File: config.mk
export PLATFORM = sky130hd
export DESIGN_NAME = shift_reg_unit
export DESIGN_NICKNAME = d
export VERILOG_FILES = /design/src/rtl/shift_reg_unit.sv
export SDC_FILE = /design/constraint.sdc
export NUM_CORES = 1
export LEC_CHECK = 0
export BUFFER_PORTS_ARGS = -buffer_cell sky130_fd_sc_hd__buf_4
export CAP_MARGIN = 10
export CELL_PAD_IN_SITES_DETAIL_PLACEMENT = 1
export CELL_PAD_IN_SITES_GLOBAL_PLACEMENT = 1
export CORE_UTILIZATION = 30
export CTS_CLUSTER_DIAMETER = 40
export DETAILED_ROUTE_END_ITERATION = 10
export PLACE_DENSITY_LB_ADDON = 0.08
export SLEW_MARGIN = 20
export SYNTH_ARGS = -nofsm -noshare
export SYNTH_HDL_FRONTEND = slang
export SYNTH_SLANG_ARGS = --single-unit
File: constraint.sdc
create_clock -name clk -period 1.71 [get_ports clk]
set_input_delay 0.342 -clock clk [delete_from_list [all_inputs] [get_ports clk]]
set_output_delay 0.342 -clock clk [all_outputs]
set_load 0.02 [all_outputs]
File: src/rtl/shift_reg_unit.sv
// rtl/shift_reg_unit.sv - iterative 1-bit-per-clock shift register stage (LOAD/SLL/SRL/SRA/ROR)
module shift_reg_unit #(
    parameter int WIDTH   = 32,
    parameter int SHAMT_W = 5
) (
    input  logic               clk,
    input  logic               reset,
    input  logic               start,
    input  logic [2:0]         op,
    input  logic [WIDTH-1:0]   in_data,
    input  logic [SHAMT_W-1:0] shamt,
    output logic               busy,
    output logic               done,
    output logic [WIDTH-1:0]   out
);

    localparam logic [1:0] S_IDLE  = 2'd0;
    localparam logic [1:0] S_SHIFT = 2'd1;
    localparam logic [1:0] S_DONE  = 2'd2;

    localparam logic [2:0] OP_NOP = 3'b000;
    localparam logic [2:0] OP_SLL = 3'b010;
    localparam logic [2:0] OP_SRL = 3'b011;
    localparam logic [2:0] OP_SRA = 3'b100;
    localparam logic [2:0] OP_ROR = 3'b101;

    logic [1:0]         state_q, state_d;
    logic [WIDTH-1:0]   out_q, out_d;
    logic [SHAMT_W-1:0] cnt_q, cnt_d;
    logic [2:0]         opr_q, opr_d;

    always_comb begin
        state_d = state_q;
        out_d   = out_q;
        cnt_d   = cnt_q;
        opr_d   = opr_q;
        case (state_q)
            S_IDLE: begin
                if (start) begin
                    case (op)
                        OP_NOP: begin
                        end
                        OP_SLL, OP_SRL, OP_SRA, OP_ROR: begin
                            out_d   = in_data;
                            opr_d   = op;
                            cnt_d   = shamt;
                            state_d = (shamt == '0) ? S_DONE : S_SHIFT;
                        end
                        // LOAD and the reserved 11x codes both just capture the operand
                        default: begin
                            out_d   = in_data;
                            state_d = S_DONE;
                        end
                    endcase
                end
            end
            S_SHIFT: begin
                case (opr_q)
                    OP_SLL:  out_d = {out_q[WIDTH-2:0], 1'b0};
                    OP_SRL:  out_d = {1'b0, out_q[WIDTH-1:1]};
                    OP_SRA:  out_d = {out_q[WIDTH-1], out_q[WIDTH-1:1]};
                    OP_ROR:  out_d = {out_q[0], out_q[WIDTH-1:1]};
                    default: out_d = out_q;
                endcase
                cnt_d = cnt_q - SHAMT_W'(1);
                if (cnt_q == SHAMT_W'(1)) begin
                    state_d = S_DONE;
                end
            end
            S_DONE: begin
                state_d = S_IDLE;
            end
            default: begin
                state_d = S_IDLE;
            end
        endcase
    end

    always_ff @(posedge clk or posedge reset) begin
        if (reset) begin
            state_q <= S_IDLE;
            out_q   <= '0;
            cnt_q   <= '0;
            opr_q   <= OP_NOP;
        end else begin
            state_q <= state_d;
            out_q   <= out_d;
            cnt_q   <= cnt_d;
            opr_q   <= opr_d;
        end
    end

    assign busy = (state_q == S_SHIFT);
    assign done = (state_q == S_DONE);
    assign out  = out_q;

endmodule
-- Word level (Yosys, flattened, before mapping)
Cells that the tools add are included.
- word-level logic and storage cells: 46
- register bits after elaboration: 42
- output and inout port bits: 34
- add/sub/neg operators: 1
- mux-type cells: 12
- equal/unequal tests: 18
- reductions and logical operators: 10
- operator list (cell ; number):
    $pmux 32 s4 ; 1
    $mux 32 ; 2
    $pmux 32 s2 ; 1
    $eq 3x2->1 const B ; 4
    $eq 3x3->1 const B ; 4
    $mux 5 ; 2
    $pmux 5 s2 ; 1
    $reduce_and 3->1 ; 3
    $pmux 2 s2 ; 2
    $mux 2 ; 3
    $ne 2x2->1 const B ; 3
    $eq 5x1->1 const B ; 1
    $logic_not 5->1 ; 1
    $ne 5x1->1 const B ; 1
    $reduce_and 5->1 ; 1
    $sub 5x1->5 const B ; 1
    $ne 2x1->1 const B ; 2
    $ne 4x1->1 const B ; 1
    $reduce_and 4->1 ; 1
    $reduce_or 4->1 ; 1
    $logic_not 3->1 ; 1
    $eq 2x1->1 const B ; 1
    $eq 2x2->1 const B ; 1
    $logic_not 2->1 ; 1
    $reduce_bool 2->1 ; 1

-- Logic depth before layout (Yosys ltp)
Gate-level depths: netlist (run 1).
- depth in word-level cells: 5
- mapped depth: 7
- gate-level depth less buffers: 5

-- Least setup slack after synthesis (run 1)
No wires, ideal clock.
- path type: register to register
- from: register state_q[1]
- to: register out_q[10] (netlist: out[10])
- setup time: 0.082 ns
- slack: 0.177 ns
- arrival time: 1.451 ns
- stages on the path, launching flop included: 7
- period minus slack after synthesis: 1.533 ns
- cell sequence: dfrtp_1 -> nand2b_1 -> clkbuf_1 -> inv_2 -> clkbuf_1 -> o211ai_1 -> a31oi_1
- longest elaborated chain between the ends: 3
- ends and longest elaborated chain (element ; line ; text):
    start: declaration ; 27 ; logic [1:0] state_q, state_d;
    start signal: assignment ; 86 ; state_q <= state_d;
    $eq 2x1->1 (*) ; - ;
    net busy ; 12 ; output logic busy,
    $ne 5x1->1 (no line) / $reduce_bool 2->1 (equally long branches) ; - ;
    $reduce_and 4->1 (no line) ; - ;
    end signal: assignment ; 87 ; out_q <= out_d;
    end: declaration ; 28 ; logic [WIDTH-1:0] out_q, out_d;
The timed path passes the listed nets; every way through them passes the cells marked *.
A chain may end at the register's enable or synchronous reset.

-- Worst setup path in the final report (run 1)
- from: register state_q[1]
- to: output busy
- longest elaborated chain between the ends: 1
- ends and longest elaborated chain (element ; line ; text):
    $eq 2x1->1 ; 93 ; assign busy = (state_q == S_SHIFT);
    end: declaration ; 12 ;
No other way between the ends.

==> impl_summary.txt, run 1 <==
----------------------------------------------------
[Critical path]
  Longest individual stage delay on the worst path ... 0.41 ns
  Standard cell with the maximum stage delay on the critical path ... sky130_fd_sc_hd__dfrtp_1
  Worst EP required ... 1.37 ns
  CP Cell Sequence ... nand2b_4 > inv_4 > buf_12 > buf_4
  Startpoint of the most critical register-to-register path ... opr_q[2]$_DFFE_PP0P_
  Count of cells along the worst register-to-register path ... 5
  Max Fanout on Critical Path ... 18
  Worst Setup Path Type ... flip-flop to output pin
  Arrival time worst endpoint ... roughly 1.3 ns
  Capture point of the worst reg-to-reg path ... out[17]$_DFFE_PP0P_
  Startpoint class of the critical path ... flip-flop
  Number of buffers and inverters on the critical path ... 3
  FF-to-FF setup slack ... 0.11 ns
  Kind of cell adding the most delay to the critical path ... buffers and inverters
  Sort of element at the end of the critical path ... output pin

[Power and ir drop]
  Design Power ... 0.00792 W
  Gate power share ... 0.640
  Pint ... 0.00417 W
  Sw frac ... 0.473
  Maximum VDD drop ... approximately 0.64 mV
  Sw Pwr ... 0.00375 W
  Power per Cell Area ... roughly 2100 nW/µm²
  Static Leakage ... ~1.7 nW
  Clock network power share ... 0.081
  Sequential fraction of design power ... 0.279

[Drt]
  Vias per cell ... approximately 5.3
  Avg WL per Cell ... ~17 µm
  Count of TritonRoute iterations in the first routing pass ... 4
  DRC violation count after routing ... 0
  Vias after detailed routing ... about 2700
  DRC marker count from the first detailed-route iteration ... a little under 60
  Sum of routed wire length over all layers ... 8870 µm
  Antenna violation net count after detailed routing ... 0

[Placement]
  Post-detailed-placement cell area ... between 3000 and 4000 µm²
  Dpl hpwl ... 6610 µm
  Pre-CTS setup slack ... 0.0653 ns
  Gpl congestion ... approximately 0.79
  Count of input and output buffers ... 76

[Timing]
  Setup slack after layout ... around 0.058 ns
  Crit path time final ... approximately 1.7 ns
  Final number of hold-violating endpoints ... 0
  Maximum clock skew at final layout ... 0.00890 ns
  Sum of negative setup slack ... 0 ns
  Max-slew headroom at the worst pin ... 0.509
  Top achievable clock speed ... slightly above 600 MHz
  Total count of max-transition violations in the final report ... 0
  Number of failing setup endpoints in the final timing report ... 0
  Final-layout worst hold slack ... 0.0764 ns
  Unrepaired setup endpoints after global routing ... false
  Share of the clock period used by the worst path ... 0.966
  Slew at the pin closest to its max-slew limit ... 0.733 ns

[Synthesis]
  Netlist area before placement ... ~2800 µm²
  Share of synthesized registers carrying an async set or reset ... 1.00
  Post-synthesis area per instance ... 8.81 µm²
  Number of register bits inferred by synthesis ... 42
  Prevailing post-synth register cell ... sky130_fd_sc_hd__dfrtp_1
  Number of distinct library cell variants in the gate-level netlist after synthesis ... 45
  Number of synthesis warnings ... 0
  Fraction of the yosys area taken by sequential cells ... 0.374
  Post-Syn Nets ... approximately 360
  Count of flip-flops with a built-in enable after synthesis ... 0
  Post-synthesis cell count ... ~320

[Global route]
  Largest net degree at the start of global routing ... 45
  Total overflow reported by the global router ... 0
  Number of antenna violations at the first check in global routing ... 0
  Global Route Usage Sum ... 0.192
  Wire length of the first global-routing pass ... 14900 µm
  Vias in the first global route ... 2760

[Die]
  Total core area ... 8890 µm²
  Die outline area ... 9760 µm²
  Number of placement rows ... 34
  Overall die width ... 98.8 µm
  Vert. Die Dim ... a little under 100 µm
  Ports placed on the boundary ... 77
  Effective utilization at floorplan ... 0.316

[CTS]
  CTS max path bufs ... 2
  Num Clock Sinks ... 42
  CTS H-tree lvls ... 2
  Clk Latency, worst-skew pair ... 0.30 ns
  Total clock buffers created by CTS ... 5
  Clock Root Buffer ... sky130_fd_sc_hd__clkbuf_8
  Clk pin slew, worst setup/hold paths ... 0.08 ns
  Number of buffers inserted by hold repair at cts ... 0
  CTS tree ... done

[Run]
  Max Cap Violations ... 0

[Worst hold path]
  Worst min-delay path class ... primary input to asynchronous set/reset pin

[Cells and area]
  Fraction of final layout cells sized beyond drive strength 1 ... 0.332
  Antenna diodes ... 0
  Final #Nets ... between 400 and 500
  Area growth from synthesis to layout ... 33.5%
  Post-route standard cell area excluding fillers ... between 3000 and 4000 µm²

[Status]
  Outcome ... finished clean

----------------------------------------------------
## worst register-to-register path, stage by stage (launching register included)
cell,delay (ns)
sky130_fd_sc_hd__dfrtp_1,0.44
sky130_fd_sc_hd__and3b_1,0.30
sky130_fd_sc_hd__buf_12,0.19
sky130_fd_sc_hd__or3_1,0.36
sky130_fd_sc_hd__o211ai_1,0.10
sky130_fd_sc_hd__a31oi_1,0.10
## sequential cells by signal (all words and copies together) (netlist names)
signal and count:
opr_q 3, state_q 2, out 32, cnt_q 5
## placed cells by master (no fill, tap or decap), types with 2 or more instances in the layout
cell type	n
sky130_fd_sc_hd__o211ai_1	16
sky130_fd_sc_hd__a21oi_1	18
sky130_fd_sc_hd__ha_1	2
sky130_fd_sc_hd__dfrtp_1	40
sky130_fd_sc_hd__mux2_2	14
sky130_fd_sc_hd__mux2i_1	17
sky130_fd_sc_hd__clkinv_2	2
sky130_fd_sc_hd__nor3_1	4
sky130_fd_sc_hd__buf_4	97
sky130_fd_sc_hd__mux2_1	2
sky130_fd_sc_hd__dfrtp_2	2
sky130_fd_sc_hd__nand2b_1	20
sky130_fd_sc_hd__a31oi_1	21
sky130_fd_sc_hd__inv_1	3
sky130_fd_sc_hd__o21a_1	10
sky130_fd_sc_hd__and3_1	2
sky130_fd_sc_hd__o21ai_1	25
sky130_fd_sc_hd__buf_12	5
sky130_fd_sc_hd__nor3b_1	3
sky130_fd_sc_hd__nor2b_1	3
sky130_fd_sc_hd__xnor2_1	2
sky130_fd_sc_hd__clkbuf_8	5
sky130_fd_sc_hd__nor2_1	24
sky130_fd_sc_hd__o31ai_1	3
sky130_fd_sc_hd__o21ai_0	5
sky130_fd_sc_hd__or3_1	17
sky130_fd_sc_hd__nand2_1	17
## cell type report
class	count	area, µm²
repair buffers	102	828
clock inverters	2	10.0
inverters	5	21.3
flip-flops and latches	42	1050
multi-input cells	245	1640
clock buffers	5	68.8
well taps	108	135
fillers	1038	5140
## metrics by stage
step / std cells / util
after floorplan: 319 / -
after global placement: 501 / 0.411
after detailed placement: 501 / 0.411
after CTS: 508 / 0.421
after global routing: 509 / 0.422
final: 509 / 0.422
## layer usage
layer  share of wire  track usage
met5               0            0
met4          0.0073       0.0344
met3           0.028       0.0270
met2            0.50        0.327
met1            0.46        0.261
## cell families after synthesis
group / after synthesis / synth area share
simple gates: 98 / 0.186
buf+inv: 32 / 0.0507
flops: 42 / 0.374
compound gates: 109 / 0.246
fa+ha+maj: 2 / 0.00890
mux: 33 / 0.125
xor+xnor: 3 / 0.00935
## worst max path at each step
stage | cells past startpoint | from | to
6_report | 4 | state_q[1]$_DFFE_PP0P_ | busy
5_1_grt | 4 | state_q[1]$_DFFE_PP0P_ | busy
4_1_cts | 4 | state_q[1]$_DFFE_PP0P_ | busy
3_5_place_dp | 6 | opr_q[1]$_DFFE_PP0P_ | out[23]$_DFFE_PP0P_
3_3_place_gp | 6 | opr_q[1]$_DFFE_PP0P_ | out[23]$_DFFE_PP0P_
2_1_floorplan | 6 | state_q[1]$_DFFE_PP0P_ | out[10]$_DFFE_PP0P_
## power groups by stage
stage / clock [W] / sequential (W) / combinational, W
after CTS: 0.000672 / 0.00222 / 0.00510
final: 0.000643 / 0.00221 / 0.00507
after detailed placement: 0 / 0.00223 / 0.00507
after global routing: 0.000707 / 0.00231 / 0.00556
after global placement: 0 / 0.00221 / 0.00492
after floorplan: 0 / 0.00244 / 0.00286
## cells in the mapped netlist, drive strengths merged, types with 3 or more instances
master,n,area share
nor2,25,0.036
nand2b,21,0.047
nor3b,3,0.0080
o211ai,16,0.043
clkbuf,12,0.016
nand2,17,0.023
o21ai,30,0.053
buf,15,0.028
a31oi,21,0.047
dfrtp,42,0.37
nor2b,4,0.0089
mux2,16,0.064
inv,5,0.0067
mux2i,17,0.061
o21a,10,0.027
o31ai,3,0.0080
or3,17,0.038
nor3,4,0.0071
a21oi,18,0.032
## repair_timing
action / CTS / global route
buffers inserted: 0 / 1
setup endpoints to repair: 1 / 22
cloned: 0 / 0
resized for setup: 3 / 4
(Power assumes the default switching activity.)
==> inputs of run 2 (changes only) <==
==> constraint.sdc (replaced) <==
create_clock -name clk -period 1.71 [get_ports clk]
set_input_delay 0.2565 -clock clk [delete_from_list [all_inputs] [get_ports clk]]
set_output_delay 0.2565 -clock clk [all_outputs]
set_load 0.02 [all_outputs]
==> run 2 against run 1 <==
  * Power rose by 1.7%
  * Sequential power barely moved
  * Sequential share of layout area fell by 0.36 points
  * Critical path type unchanged
  * Maximum frequency rose by 2.0%
  * Combinational power rose by 2%
  * Global-route usage fell by 0.46 points
  * Non-clock buffer count rose by 2
  * Core utilization rose by 0.55 points
  * Critical path depth did not move
  * Count of clock-buffer cells in the layout did not move
  * Via count rose by 1.3%
==> impl_summary.txt, run 2 (synthesis gave the netlist of run 1 again) <==
----------------------------------------------------
[Status]
  Outcome ... finished clean

[Die]
  Vert. Die Dim ... 98.8 µm (unchanged)
  Die outline area ... 9760 µm² (unchanged)
  Total core area ... 8890 µm² (unchanged)
  Number of placement rows ... 34 (unchanged)
  Effective utilization at floorplan ... 0.316 (unchanged)
  Overall die width ... 98.8 µm (unchanged)
  Ports placed on the boundary ... 77 (unchanged)

[Cells and area]
  Final core area utilization ... 0.428 (+0.00549)
  Area growth from synthesis to layout ... 35.2%
  Number of fill cells ... 1051 (+1.3%)
  Leading cell type in the layout, fill and taps excluded ... sky130_fd_sc_hd__buf_4
  Final #Nets ... 448 (+0.45%)
  Largest register FFs ... 32 (unchanged)
  Number of standard cells in the layout, taps in and fillers out ... 511 (+0.39%)
  Fraction of final layout cells sized beyond drive strength 1 ... 0.335 (+0.00332)
  Antenna diodes ... 0 (unchanged)
  Leading cell types in the layout, fill and taps excluded ... sky130_fd_sc_hd__buf_4 (96), sky130_fd_sc_hd__dfrtp_1 (40), sky130_fd_sc_hd__nor2_1 (24), sky130_fd_sc_hd__o21ai_1 (23), sky130_fd_sc_hd__a31oi_1 (21)

[Placement]
  # placed instances ... 500 (-0.20%)
  Dpl hpwl ... 6460 µm (-2.3%)
  Count of input and output buffers ... 76 (unchanged)
  Gpl congestion ... 0.850 (+8.2%)

[Global route]
  Vias in the first global route ... 2746 (-0.51%)
  Total overflow reported by the global router ... 0 (unchanged)
  Global Route Usage Sum ... 0.187 (-0.00459)
  Largest net degree at the start of global routing ... 45 (unchanged)
  Number of antenna violations at the first check in global routing ... 0 (unchanged)
  Wire length of the first global-routing pass ... 14500 µm (-2.9%)

[Drt]
  Vias per cell ... 5.34 (+0.90%)
  Avg WL per Cell ... 17.3 µm (-0.78%)
  DRC marker count from the first detailed-route iteration ... 75 (+29%)
  Vias after detailed routing ... 2730 (+1.3%)
  DRC violation count after routing ... 0 (unchanged)
  Met2 wire length ... 4320 µm (-2.8%)
  Length of routed met3 wiring ... 206 µm (-18%)
  Antenna violation net count after detailed routing ... 0 (unchanged)
  Routed met1 length ... 4240 µm (+3.2%)
  Uppermost layer routed ... met4
  Count of TritonRoute iterations in the first routing pass ... 4 (unchanged)
  Sum of routed wire length over all layers ... 8840 µm (-0.39%)

[Timing]
  Unrepaired setup endpoints after global routing ... false
  Total count of max-transition violations in the final report ... 0 (unchanged)
  Final-layout worst hold slack ... 0.209 ns (+0.133 ns)
  Top achievable clock speed ... 617 MHz (+2.0%)
  Slew at the pin closest to its max-slew limit ... 0.623 ns (-0.109 ns)
  Sum of negative setup slack ... 0 ns (unchanged)
  Crit path time final ... 1.62 ns (-0.0322 ns)
  Maximum clock skew at final layout ... 0.00637 ns (-0.00253 ns)
  Final number of hold-violating endpoints ... 0 (unchanged)
  Number of failing setup endpoints in the final timing report ... 0 (unchanged)
  Max-slew headroom at the worst pin ... 0.582 (+0.0733)
  Share of the clock period used by the worst path ... 0.947 (-0.0188)

[Run]
  Max Cap Violations ... 0 (unchanged)

[CTS]
  Clk pin slew, worst setup/hold paths ... 0.08 ns (about the same)
  CTS max path bufs ... 2 (unchanged)
  CTS H-tree lvls ... 2 (unchanged)
  Num Clock Sinks ... 42 (unchanged)
  Clock Root Buffer ... sky130_fd_sc_hd__clkbuf_8
  CTS tree ... done
  Total clock buffers created by CTS ... 5 (unchanged)
  Clk Latency, worst-skew pair ... 0.30 ns (about the same)

[Critical path]
  Worst EP required ... 1.45 ns (+0.08 ns)
  Sort of element at the end of the critical path ... output pin
  CP Cell Sequence ... nand2b_4 > inv_4 > buf_12 > buf_4
  Kind of cell adding the most delay to the critical path ... buffers and inverters
  Max Fanout on Critical Path ... 17 (-1)
  Arrival time worst endpoint ... 1.36 ns (+0.05 ns)
  Number of buffers and inverters on the critical path ... 3 (unchanged)
  Standard cell with the maximum stage delay on the critical path ... sky130_fd_sc_hd__dfrtp_2
  Count of cells along the worst register-to-register path ... 5 (unchanged)
  Startpoint class of the critical path ... flip-flop
  Path length in cells of the critical path ... 4 (unchanged)
  Longest individual stage delay on the worst path ... 0.44 ns (+0.03 ns)
  Worst Setup Path Type ... flip-flop to output pin

[Worst hold path]
  Hold Path Stages ... 2
  Worst min-delay path class ... primary input to flip-flop

[Power and ir drop]
  Power per Cell Area ... 2120 nW/µm² (+0.40%)
  Maximum VDD drop ... 0.589 mV (-8.5%)
  Static Leakage ... 1.70 nW (+1.2%)

----------------------------------------------------
-- run 2: cell types whose count changed in the layout (fill, tap and decap cells not counted) --
cell and delta:
sky130_fd_sc_hd__clkbuf_16 +1, sky130_fd_sc_hd__dlygate4sd3_1 +1, sky130_fd_sc_hd__o21ai_0 +2, sky130_fd_sc_hd__buf_12 +1, sky130_fd_sc_hd__o21ai_1 -2, sky130_fd_sc_hd__and3b_2 +1
sky130_fd_sc_hd__buf_4 -1, sky130_fd_sc_hd__and3b_1 -1
-- run 2: power breakdown --
| part | internal, W | switching [W] | total, W |
|---|---|---|---|
| clock network | 0.000275 | 0.000358 | 0.000633 |
| registers | 0.00151 | 0.000710 | 0.00222 |
| logic | 0.00250 | 0.00269 | 0.00519 |
-- run 2: final timing paths --
path,start,to,slack (ns)
max reg2reg,opr_q[1]$_DFFE_PP0P_,out[15]$_DFFE_PP0P_,0.09
min in group asynchronous,reset,out[9]$_DFFE_PP0P_,0.51
min,op[0],opr_q[0]$_DFFE_PP0P_,0.21
max in group asynchronous,reset,out[30]$_DFFE_PP0P_,0.68
min reg2reg,cnt_q[4]$_DFFE_PP0P_,cnt_q[4]$_DFFE_PP0P_,0.54
max,state_q[1]$_DFFE_PP0P_,busy,0.09
-- run 2: per-stage QoR --
stage | worst slack (ns) | total power [W] | instance area (µm²)
final | 0.0904 | 0.00805 | 3800
after detailed placement | 0.0701 | 0.00732 | 3660
after floorplan | 0.177 | 0.00530 | 2810
after global routing | 0.00301 | 0.00877 | 3800
after CTS | 0.0418 | 0.00801 | 3750
after global placement | 0.144 | 0.00718 | 3660
-- run 2: cell type report --
class | instances | area, µm² | area share
flip-flops and latches | 42 | 1050 | 0.277
multi-input cells | 245 | 1640 | 0.431
clock buffers | 5 | 68.8 | 0.0181
clock inverters | 2 | 10.0 | 0.00263
inverters | 5 | 21.3 | 0.00560
well taps | 108 | 135 | 0.0355
repair buffers | 104 | 876 | 0.230
-- run 2: timing repair --
action	4_1_cts	5_1_grt
pin swaps	0	1
setup buffers	0	2
hold buffers	1	0
endpoints found under the setup margin	1	20
gates resized for setup	3	4
endpoints found under the hold margin	13	0
gates cloned	0	1
-- run 2: per-layer routing --
layer | track usage | vias up
met5 | 0 | -
met1 | 0.256 | 1356
met2 | 0.315 | 38
met3 | 0.0270 | 5
li1 | - | 1331
met4 | 0.0379 | 0
==> inputs of run 3 (changes only) <==
--- a/config.mk
+++ b/config.mk
@@ -5,6 +5,7 @@
 export SDC_FILE = /design/constraint.sdc
 export NUM_CORES = 1
 export LEC_CHECK = 0
+export ABC_AREA = 1
 export BUFFER_PORTS_ARGS = -buffer_cell sky130_fd_sc_hd__buf_4
 export CAP_MARGIN = 10
 export CELL_PAD_IN_SITES_DETAIL_PLACEMENT = 1
@@ -13,6 +14,7 @@
 export CTS_CLUSTER_DIAMETER = 40
 export DETAILED_ROUTE_END_ITERATION = 10
 export PLACE_DENSITY_LB_ADDON = 0.08
+export SKIP_CTS_REPAIR_TIMING = 1
 export SLEW_MARGIN = 20
 export SYNTH_ARGS = -nofsm -noshare
 export SYNTH_HDL_FRONTEND = slang
==> run 3 against run 2 <==
  * The flow now finishes with violations (DRC)
  * Wire length fell by 2.8%
  * Clock skew fell by 0.0015 ns
  * Core utilization fell by 2.2 points
  * Final cell count rose by 21%
  * Combinational power fell by 11%
  * Largest power group unchanged
==> impl_summary.txt, run 3 <==
----------------------------------------------------
[Status]
  Outcome ... finished with violations
  Violations in the final reports ... DRC

[CTS]
  Clock Root Buffer ... sky130_fd_sc_hd__clkbuf_8
  Num Clock Sinks ... 42 (unchanged)
  CTS max path bufs ... 2 (unchanged)
  Clk pin slew, worst setup/hold paths ... 0.09 ns (about the same)
  CTS H-tree lvls ... 2 (unchanged)
  Clk Latency, worst-skew pair ... 0.30 ns (about the same)
  CTS tree ... done
  Total clock buffers created by CTS ... 5 (unchanged)

[Cells and area]
  Number of fill cells ... 1176 (+12%)
  Leading cell types in the layout, fill and taps excluded ... sky130_fd_sc_hd__nand2_1 (214), sky130_fd_sc_hd__buf_4 (85), sky130_fd_sc_hd__nand3_1 (70), sky130_fd_sc_hd__dfrtp_1 (42), sky130_fd_sc_hd__inv_1 (40)
  Antenna diodes ... 0 (unchanged)
  Leading cell type in the layout, fill and taps excluded ... sky130_fd_sc_hd__nand2_1
  Final #Nets ... 553 (+23%)
  Final core area utilization ... 0.405 (-0.0224)
  Fraction of final layout cells sized beyond drive strength 1 ... 0.208 (-0.127)
  Largest register FFs ... 32 (unchanged)
  Area growth from synthesis to layout ... 30.1%

[Timing]
  Final number of hold-violating endpoints ... 0 (unchanged)
  Sum of negative setup slack ... 0 ns (unchanged)
  Share of the clock period used by the worst path ... 0.948 (+0.00100)
  Unrepaired setup endpoints after global routing ... false
  Top achievable clock speed ... 617 MHz (-0.11%)
  Max-slew headroom at the worst pin ... 0.605 (+0.0234)
  Slew at the pin closest to its max-slew limit ... 0.592 ns (-0.0312 ns)
  Maximum clock skew at final layout ... 0.00484 ns (-0.00153 ns)
  Total count of max-transition violations in the final report ... 0 (unchanged)
  Number of failing setup endpoints in the final timing report ... 0 (unchanged)
  Crit path time final ... 1.62 ns (+0.00172 ns)

[Synthesis]
  Prevailing post-synth register cell ... sky130_fd_sc_hd__dfrtp_1
  Netlist area before placement ... 2740 µm² (-2.4%)
  Share of synthesized registers carrying an async set or reset ... 1.00 (unchanged)
  Largest area contributor in the netlist ... sky130_fd_sc_hd__dfrtp_1
  Number of register bits inferred by synthesis ... 42 (unchanged)
  Post-synthesis cell count ... 436 (+37%)
  Post-Syn Nets ... 481 (+32%)
  Post-synthesis area per instance ... 6.29 µm² (-29%)
  Cell types with the largest area share after synthesis ... sky130_fd_sc_hd__dfrtp_1 (38%), sky130_fd_sc_hd__nand2_1 (29%), sky130_fd_sc_hd__nand3_1 (13%)
  Fraction of the yosys area taken by sequential cells ... 0.383 (+0.00938)
  Most numerous cell in the Yosys netlist ... sky130_fd_sc_hd__nand2_1
  Number of synthesis warnings ... 0 (unchanged)
  Fraction of post-synthesis cell area in the top cell type by area ... 0.383 (+0.00938)
  Leading post-synthesis cells by instance count ... sky130_fd_sc_hd__nand2_1 (214), sky130_fd_sc_hd__nand3_1 (70), sky130_fd_sc_hd__dfrtp_1 (42)
  Count of flip-flops with a built-in enable after synthesis ... 0 (unchanged)
  Number of distinct library cell variants in the gate-level netlist after synthesis ... 24 (-47%)

[Drt]
  Vias after detailed routing ... 2923 (+7.1%)
  Sum of routed wire length over all layers ... 8590 µm (-2.8%)
  Vias per cell ... 4.74 (-11%)
  DRC violation count after routing ... 10 (+10)
  Count of TritonRoute iterations in the first routing pass ... 7 (+3)
  DRC marker count from the first detailed-route iteration ... 108 (+44%)
  Antenna violation net count after detailed routing ... 0 (unchanged)
  Avg WL per Cell ... 13.9 µm (-20%)

[Critical path]
  Capture point of the worst reg-to-reg path ... out[29]$_DFFE_PP0P_
  Count of cells along the worst register-to-register path ... 8 (+3)
  Worst Setup Path Type ... flip-flop to output pin
  Standard cell with the maximum stage delay on the critical path ... sky130_fd_sc_hd__dfrtp_1
  Max Fanout on Critical Path ... 19 (+2)
  Kind of cell adding the most delay to the critical path ... buffers and inverters
  Cell seen most often among critical-path stages ... sky130_fd_sc_hd__inv_2
  Sort of element at the end of the critical path ... output pin
  Arrival time worst endpoint ... 1.36 ns (about the same)
  Longest individual stage delay on the worst path ... 0.40 ns (-0.04 ns)
  Startpoint of the most critical register-to-register path ... state_q[1]$_DFFE_PP0P_
  Startpoint class of the critical path ... flip-flop
  Worst EP required ... 1.45 ns (about the same)
  Path length in cells of the critical path ... 5 (+1)
  CP Cell Sequence ... inv_2 > nand2_2 > inv_2 > buf_12 > buf_4
  Number of buffers and inverters on the critical path ... 4 (+1)
  FF-to-FF setup slack ... 0.20 ns (+0.11 ns)

[Placement]
  Count of input and output buffers ... 76 (unchanged)
  Gpl congestion ... 0.732 (-14%)
  Dpl hpwl ... 5940 µm (-8.0%)

[Power and ir drop]
  Sequential fraction of design power ... 0.262 (-0.014)
  Power per Cell Area ... 2050 nW/µm² (-3.0%)
  Sw Pwr ... 0.00371 W (-1.3%)
  Pint ... 0.00362 W (-16%)
  Clock network power share ... 0.106 (+0.027)
  Gate power share ... 0.632 (-0.013)
  Sw frac ... 0.507 (+0.0392)
  Maximum VDD drop ... 0.613 mV (+4.1%)
  Static Leakage ... 2.07 nW (+22%)

[Die]
  Vert. Die Dim ... 97.6 µm (-1.2%)
  Effective utilization at floorplan ... 0.311 (-0.00476)
  Overall die width ... 97.6 µm (-1.2%)
  Die outline area ... 9530 µm² (-2.4%)
  Number of placement rows ... 34 (unchanged)
  Total core area ... 8810 µm² (-0.96%)
  Ports placed on the boundary ... 77 (unchanged)

[Run]
  Max Cap Violations ... 0 (unchanged)

[Global route]
  Number of antenna violations at the first check in global routing ... 0 (unchanged)
  Vias in the first global route ... 2997 (+9.1%)
  Largest net degree at the start of global routing ... 43 (-4.4%)
  Global Route Usage Sum ... 0.190 (+0.00318)
  Wire length of the first global-routing pass ... 14600 µm (+0.43%)
  Total overflow reported by the global router ... 0 (unchanged)

[Worst hold path]
  Worst min-delay path class ... primary input to asynchronous set/reset pin

----------------------------------------------------
[run 3: cell types whose count changed after synthesis, sizes merged, moves of 15 or more]
cell	delta
inv	+42
o211ai	-15
a21oi	-18
o21ai	-20
nand2	+199
nand3	+72
or3	-17
a31oi	-20
mux2i	-17
nand2b	-21
mux2	-16
[run 3: final cells by class]
cell class,instances,area [µm²],share of cell area
multi-input cells,324,1390,0.389
repair buffers,88,703,0.197
flip-flops and latches,42,1050,0.295
clock buffers,8,110,0.0309
well taps,108,135,0.0379
inverters,47,179,0.0502
[run 3: kinds of logic (layout without fill, tap and decap cells)]
family,Yosys count,after routing,share of synthesized area
XOR/XNOR,1,1,0.00319
buffers and inverters,70,143,0.110
AND/OR/NAND/NOR,306,306,0.463
adder cells (fa/ha/maj),2,2,0.00912
flip-flops,42,42,0.383
AO/OA/AOI/OAI,15,15,0.0315
[run 3: worst register-to-register path, delay by kind of cell, from the launching register on]
family        cells  cell delay [ns]
flops             1             0.40
buf+inv           3             0.55
simple gates      5             0.52
[run 3: through the flow]
step / power (W) / instance area (µm²) / hold WS (ns) / std cells / worst slack (ns)
3_5_place_dp: 0.00658 / 3430 / 0.458 / 608 / 0.123
6_report: 0.00733 / 3570 / 0.0904 / 617 / 0.0887
3_3_place_gp: 0.00646 / 3430 / 0.450 / 608 / 0.218
2_1_floorplan: 0.00501 / 2740 / 0.373 / 436 / 0.479
4_1_cts: 0.00739 / 3540 / 0.130 / 616 / 0.0458
5_1_grt: 0.00809 / 3570 / 0.158 / 617 / 0.0260
[run 3: worst max-delay path by stage]
stage	end	startpoint
2_1_floorplan	cnt_q[0]$_DFFE_PP0P_	reset
3_5_place_dp	out[24]$_DFFE_PP0P_	state_q[0]$_DFFE_PP0P_
5_1_grt	busy	state_q[1]$_DFFE_PP0P_
4_1_cts	busy	state_q[1]$_DFFE_PP0P_
3_3_place_gp	out[4]$_DFFE_PP0P_	state_q[0]$_DFFE_PP0P_
6_report	busy	state_q[1]$_DFFE_PP0P_
[run 3: routing by layer]
layer / routed length (µm) / track usage / up-vias / share of wire
met5: 0 / 0 / - / 0
met4: 94 / 0.0455 / 0 / 0.011
met3: 300 / 0.0273 / 8 / 0.035
met2: 3940 / 0.321 / 52 / 0.46
met1: 4250 / 0.256 / 1377 / 0.49
li1: - / - / 1486 / -
[run 3: power by group through the flow]
stage                     registers (W)  clock network, W  logic [W]
after global routing            0.00200          0.000846    0.00525
after CTS                       0.00193          0.000808    0.00465
final                           0.00192          0.000775    0.00463
after global placement          0.00193                 0    0.00453
after floorplan                 0.00229                 0    0.00272
after detailed placement        0.00195                 0    0.00463
